$ cat config.mk
export PLATFORM = sky130hd
export DESIGN_NAME = ape_mem_arbiter
export DESIGN_NICKNAME = d
export VERILOG_FILES = /design/src/rtl/ape_mem_arbiter.sv
export SDC_FILE = /design/constraint.sdc
export NUM_CORES = 1
export LEC_CHECK = 0
export CAP_MARGIN = 20
export CORE_AREA = 2 2 108 110
export CTS_CLUSTER_DIAMETER = 80
export DETAILED_ROUTE_END_ITERATION = 7
export DIE_AREA = 0 0 110 112
export PLACE_DENSITY = 0.72
export SYNTH_ARGS = -nofsm -noshare
export SYNTH_HDL_FRONTEND = slang
export SYNTH_SLANG_ARGS = --single-unit
$ cat constraint.sdc
create_clock -name clk_i -period 5.45 [get_ports clk_i]
set_clock_uncertainty 0.1 [all_clocks]
set_input_delay 0.545 -clock clk_i [delete_from_list [all_inputs] [get_ports clk_i]]
set_output_delay 0.545 -clock clk_i [all_outputs]
set_load 0.02 [all_outputs]
$ cat src/rtl/ape_mem_arbiter.sv
// Round-robin arbiter funnelling NUM_CH requesters onto one memory port,
// with an in-order ID FIFO that routes responses back to the issuing channel.
module ape_mem_arbiter #(
    parameter int NUM_CH    = 2,
    parameter int ADDR_W    = 32,
    parameter int DATA_W    = 32,
    parameter int MAX_OUTST = 4
) (
    input  logic                     clk_i,
    input  logic                     rst_i,
    input  logic [NUM_CH-1:0]        ch_req_i,
    input  logic [NUM_CH*ADDR_W-1:0] ch_add_i,
    input  logic [NUM_CH-1:0]        ch_opc_i,
    input  logic [NUM_CH*DATA_W-1:0] ch_wdata_i,
    output logic [NUM_CH-1:0]        ch_gnt_o,
    output logic [NUM_CH-1:0]        ch_rvalid_o,
    output logic [DATA_W-1:0]        ch_rdata_o,
    output logic                     mem_req_o,
    output logic [ADDR_W-1:0]        mem_add_o,
    output logic                     mem_opc_o,
    output logic [DATA_W-1:0]        mem_wdata_o,
    input  logic                     mem_gnt_i,
    input  logic                     mem_rvalid_i,
    input  logic [DATA_W-1:0]        mem_rdata_i,
    output logic [$clog2(MAX_OUTST+1)-1:0] outst_cnt_o,
    output logic                     err_o
);

    localparam int IDW   = $clog2(NUM_CH);
    localparam int IDW1  = IDW + 1;
    localparam int CNT_W = $clog2(MAX_OUTST + 1);
    localparam int PTR_W = (MAX_OUTST > 1) ? $clog2(MAX_OUTST) : 1;

    logic [IDW-1:0]   rr_ptr;
    logic [IDW-1:0]   lock_ch;
    logic             locked;
    logic [IDW-1:0]   sel;
    logic [IDW-1:0]   rr_win;
    logic [IDW1-1:0]  cand_sum;
    logic [IDW-1:0]   cand;
    logic             rr_found;
    logic             sel_req;
    logic             slot_free;
    logic             hs;
    logic             pop;

    logic [IDW-1:0]   id_fifo [MAX_OUTST];
    logic [PTR_W-1:0] wptr;
    logic [PTR_W-1:0] rptr;
    logic [IDW-1:0]   head_id;
    logic [CNT_W-1:0] cnt;
    logic             err;

    // Round-robin search upward from rr_ptr, wrapping at NUM_CH.
    always_comb begin
        rr_win   = rr_ptr;
        rr_found = 1'b0;
        cand_sum = '0;
        cand     = '0;
        for (int unsigned i = 0; i < NUM_CH; i++) begin
            cand_sum = {1'b0, rr_ptr} + IDW1'(i);
            if (cand_sum >= IDW1'(NUM_CH)) begin
                cand_sum = cand_sum - IDW1'(NUM_CH);
            end
            cand = cand_sum[IDW-1:0];
            if (!rr_found && ch_req_i[cand]) begin
                rr_found = 1'b1;
                rr_win   = cand;
            end
        end
    end

    // A locked channel only competes with itself; if it drops its request,
    // the port idles for one cycle while the lock clears.
    always_comb begin
        sel     = rr_win;
        sel_req = rr_found;
        if (locked) begin
            sel     = lock_ch;
            sel_req = ch_req_i[lock_ch];
        end
    end

    assign slot_free = (cnt < CNT_W'(MAX_OUTST));
    assign mem_req_o = !rst_i && sel_req && slot_free;
    assign hs        = mem_req_o && mem_gnt_i;
    assign pop       = !rst_i && mem_rvalid_i && (cnt != '0);
    assign head_id   = id_fifo[rptr];

    assign mem_add_o   = ch_add_i[int'(sel)*ADDR_W +: ADDR_W];
    assign mem_opc_o   = ch_opc_i[sel];
    assign mem_wdata_o = ch_wdata_i[int'(sel)*DATA_W +: DATA_W];

    always_comb begin
        ch_gnt_o         = '0;
        ch_gnt_o[sel]    = hs;
        ch_rvalid_o      = '0;
        ch_rvalid_o[head_id] = pop;
        ch_rdata_o       = pop ? mem_rdata_i : '0;
    end

    always_ff @(posedge clk_i) begin
        if (rst_i) begin
            rr_ptr  <= '0;
            locked  <= 1'b0;
            lock_ch <= '0;
            wptr    <= '0;
            rptr    <= '0;
            cnt     <= '0;
            err     <= 1'b0;
        end else begin
            locked  <= mem_req_o && !mem_gnt_i;
            lock_ch <= sel;
            if (hs) begin
                rr_ptr        <= (sel == IDW'(NUM_CH - 1)) ? '0 : sel + 1'b1;
                id_fifo[wptr] <= sel;
                wptr          <= (wptr == PTR_W'(MAX_OUTST - 1)) ? '0 : wptr + 1'b1;
            end
            if (pop) begin
                rptr <= (rptr == PTR_W'(MAX_OUTST - 1)) ? '0 : rptr + 1'b1;
            end
            if (hs && !pop) begin
                cnt <= cnt + 1'b1;
            end else if (!hs && pop) begin
                cnt <= cnt - 1'b1;
            end
            if (mem_rvalid_i && (cnt == '0)) begin
                err <= 1'b1;
            end
        end
    end

    assign outst_cnt_o = cnt;
    assign err_o       = err;

endmodule

==> reports/summary.md <==
In the routed layout, each cell is associated on average with a via count of 3.97. The clock reaches the later pin of the worst-skew pair after 0.24 ns. Counting along the longest clock path gives a buffer depth of 2. Once detail routing completed, the nets flagged for antenna violations numbered 0. The category of cells accounting for the largest share of critical-path delay is buffers and inverters. Summing every instance area after synthesis gives 2050 um2.

For this run, the share of the core covered by cells in the final layout is 44.4%. For the number of antenna violations at the first check in global routing, the log shows 0. The detailed-route via count was 2,359. The number of setup buffers added after CTS is 0. The critical path goes through clkdlybuf4s50_1 -> maj3_2 -> mux2_4 -> buf_4 -> mux2_4 -> clkdlybuf4s50_1. Buffers inserted during clock tree synthesis total 3. The slack of the critical path came out at 1.40 ns. The floorplan step defined a core boundary enclosing 11,200 um2. The tools report the post-detailed-route DRC marker count as 0. Final layout net count: 627.

For the pin with the worst max-slew slack, the measured transition is 0.974 ns. For this run, the top clock speed supported by timing is 247 MHz. STA classifies the critical path startpoint as an input port.

For this block, the initial DRC count from the detailed router was 52. The count of boundary I/O pins is 274. The largest individual stage delay along the critical path comes from the cell sky130_fd_sc_hd__mux2_4. Synthesis produced a netlist with a net count of 358. The tools report the number of warnings reported in the yosys synthesis log as 0. The floorplan has 39 rows. The run gives 17 as the total number of clock tree sinks. The floorplan step set the die height to 112 um.

The worst min-delay path class is reg -> reg. The worst hold slack was 0.372 ns. The floorplan step set the die width to 110 um. After clock tree synthesis, the flow added hold-fix buffers numbering 0. The post-CTS clock slew at the launch and capture registers of the worst setup and hold paths is 0.05 ns.

For the arrival time of the worst setup path, the log shows 3.41 ns. STA classifies the critical path endpoint as a primary output. The proportion of layout cells with a drive suffix above 1 is 15.3%. The flow ran to the end, and the final reports show no timing, DRC or antenna violations. In the layout the commonest cells are sky130_fd_sc_hd__clkdlybuf4s50_1 (273), sky130_fd_sc_hd__mux2_4 (61), sky130_fd_sc_hd__and2_1 (34). Once layout is done, the placed cells without fillers occupy 4960 um2. In the final routed layout, each cell accounts on average for 14.5 um. For this run, the register share of the synthesized area comes to 18.5%. The count of final setup violators was 0. During placement, the flow inserted port buffers numbering 273.

After layout, the worst path uses 74.3% of the clock period. 0 antenna diodes ended up in the layout. Post-CTS repair changed the size of 0 cells. Global routing used 12.8% of the available tracks across all layers. The final layout contains routed wiring with a total length of 8630 um. The tools report the number of max-capacitance violations reported as 0. HPWL after detailed placement: 7590 um. The most common cell after layout, fill and taps aside was sky130_fd_sc_hd__clkdlybuf4s50_1. The floorplan step defined a die boundary enclosing 12,300 um2. For the worst setup path, the data required time is 4.81 ns.

Global routing finished with a remaining overflow of 0. The run gives 0 as the number of slew-limit violations in the final report. TritonCTS built the clock tree. Synthesis handed over a netlist of 183 instances. For the H-tree depth reported by CTS, the log shows 1. Setup repair after global routing left no endpoint under its margin.

The final critical path time including I/O delays and setup was 4.05 ns. The global-route wire length before repair was 12,500 um; the worst path buffer plus inverter count was 3. In this run the worst path has a maximum fanout of 59. The accumulated negative setup slack came out at 0 ns. Cell area reported after detailed placement: 4880 um2.

The root buffer cell is sky130_fd_sc_hd__clkbuf_16. Headroom to the max-slew limit: 35.0%. Counting flops and latches in the post-synthesis netlist gives 17. At the end of routability-driven placement, the weighted congestion stood at 0.903. VDD sags by at most 0.201 mV. The setup path with the least slack is of type in -> out. Once the floorplan was initialized, standard cells occupied 18.4% of the core.

In this design, the stage delay of the slowest critical-path cell is 0.77 ns. Synthesis instantiated 27 different standard cells from the library. The average instance area after synthesis works out to 11.2 um2. The tools report the leakage power total as 2.03 nW.

OpenSTA, run right after detailed placement, puts the worst setup slack at 1.37 ns. The logs give 60 for the maximum number of pins on one net before global-route repair and 4 for the total iterations of the first detailed-routing run. The number of global-route vias before repair came out at 2,489. Power spread over the standard cell area amounts to 210 nW/um2. The area growth from synthesis to layout is 142%. Number of hold violations in the final report: 0.
synthesized netlist by cell type:
cell type | number | share of area, %
sky130_fd_sc_hd__mux2_4 | 61 | 45
sky130_fd_sc_hd__and2_1 | 34 | 10
sky130_fd_sc_hd__dfxtp_1 | 13 | 13
sky130_fd_sc_hd__nor2_1 | 9 | 1.6
sky130_fd_sc_hd__buf_6 | 7 | 3.8
sky130_fd_sc_hd__and3_1 | 6 | 1.8
sky130_fd_sc_hd__ha_1 | 6 | 3.7
sky130_fd_sc_hd__inv_1 | 5 | 0.91
sky130_fd_sc_hd__mux2_1 | 5 | 2.7
sky130_fd_sc_hd__a21oi_1 | 4 | 0.98
sky130_fd_sc_hd__clkbuf_1 | 4 | 0.73
sky130_fd_sc_hd__edfxtp_1 | 4 | 5.9
sky130_fd_sc_hd__mux2i_1 | 3 | 1.5
sky130_fd_sc_hd__nor3_1 | 3 | 0.73
sky130_fd_sc_hd__o31ai_1 | 3 | 1.1
sky130_fd_sc_hd__nand2b_1 | 2 | 0.61
sky130_fd_sc_hd__nand3_1 | 2 | 0.49
sky130_fd_sc_hd__nor2b_1 | 2 | 0.61
sky130_fd_sc_hd__xor2_1 | 2 | 0.85
sky130_fd_sc_hd__a21o_1 | 1 | 0.37
sky130_fd_sc_hd__fa_1 | 1 | 0.98
sky130_fd_sc_hd__maj3_2 | 1 | 0.55
sky130_fd_sc_hd__mux4_2 | 1 | 1.1
sky130_fd_sc_hd__nand3b_1 | 1 | 0.37
sky130_fd_sc_hd__o21ai_0 | 1 | 0.24
sky130_fd_sc_hd__or3_1 | 1 | 0.31
sky130_fd_sc_hd__or4_1 | 1 | 0.37
cells by family (layout without fill, tap and decap cells):
group | Yosys count | after routing | share of synthesized area, %
fa+ha+maj | 8 | 8 | 5.18
flops | 17 | 17 | 18.5
compound gates | 9 | 9 | 2.68
xor+xnor | 2 | 2 | 0.854
buf+inv | 16 | 284 | 5.49
mux | 70 | 70 | 49.9
simple gates | 61 | 61 | 17.3
stage by stage:
step                power, mW  std cells
floorplan               0.570        183
finish                   1.04        594
global route             1.10        594
global placement        0.896        590
detailed placement      0.909        590
CTS                      1.06        594
layer usage:
layer  track usage (%)  share of wire [%]  up-vias
met5                 0                  0        -
met4              1.69               0.54        0
met3              2.05                7.4        6
met2              24.8                 54       92
met1              14.6                 38     1081
li1                  -                  -     1180
where the power goes:
group	total [mW]	internal [mW]	switching [mW]
sequential	0.172	0.152	0.0196
combinational	0.728	0.427	0.302
clock	0.144	0.0980	0.0459
total	1.04	0.676	0.367
area by class of cell:
class | instances | area [um2]
Tap cell | 143 | 179
Fill cell | 1061 | 6210
Sequential cell | 17 | 380
Multi-Input combinational cell | 150 | 1560
Clock inverter | 1 | 5.00
Inverter | 5 | 18.8
Timing Repair Buffer | 275 | 2750
Clock buffer | 3 | 75.1
worst min-delay path, cell delays in order, from the launching register on:
cell and delay, ns:
sky130_fd_sc_hd__dfxtp_1 0.33, sky130_fd_sc_hd__a21oi_1 0.04, sky130_fd_sc_hd__nor2_1 0.07
worst paths after layout:
kind              cells past startpoint                           to                        start  slack [ns]
setup / recovery                      6                mem_add_o[14]                  ch_req_i[1]        1.40
setup reg to reg                     10  outst_cnt_o[2]$_SDFFE_PP0P_  outst_cnt_o[0]$_SDFFE_PP0P_        2.76
hold reg to reg                       2           err_o$_SDFFE_PP0P_           err_o$_SDFFE_PP0P_        0.37
hold / removal                        2           err_o$_SDFFE_PP0P_           err_o$_SDFFE_PP0P_        0.37
Note: power is estimated with default switching activity, not from simulation.
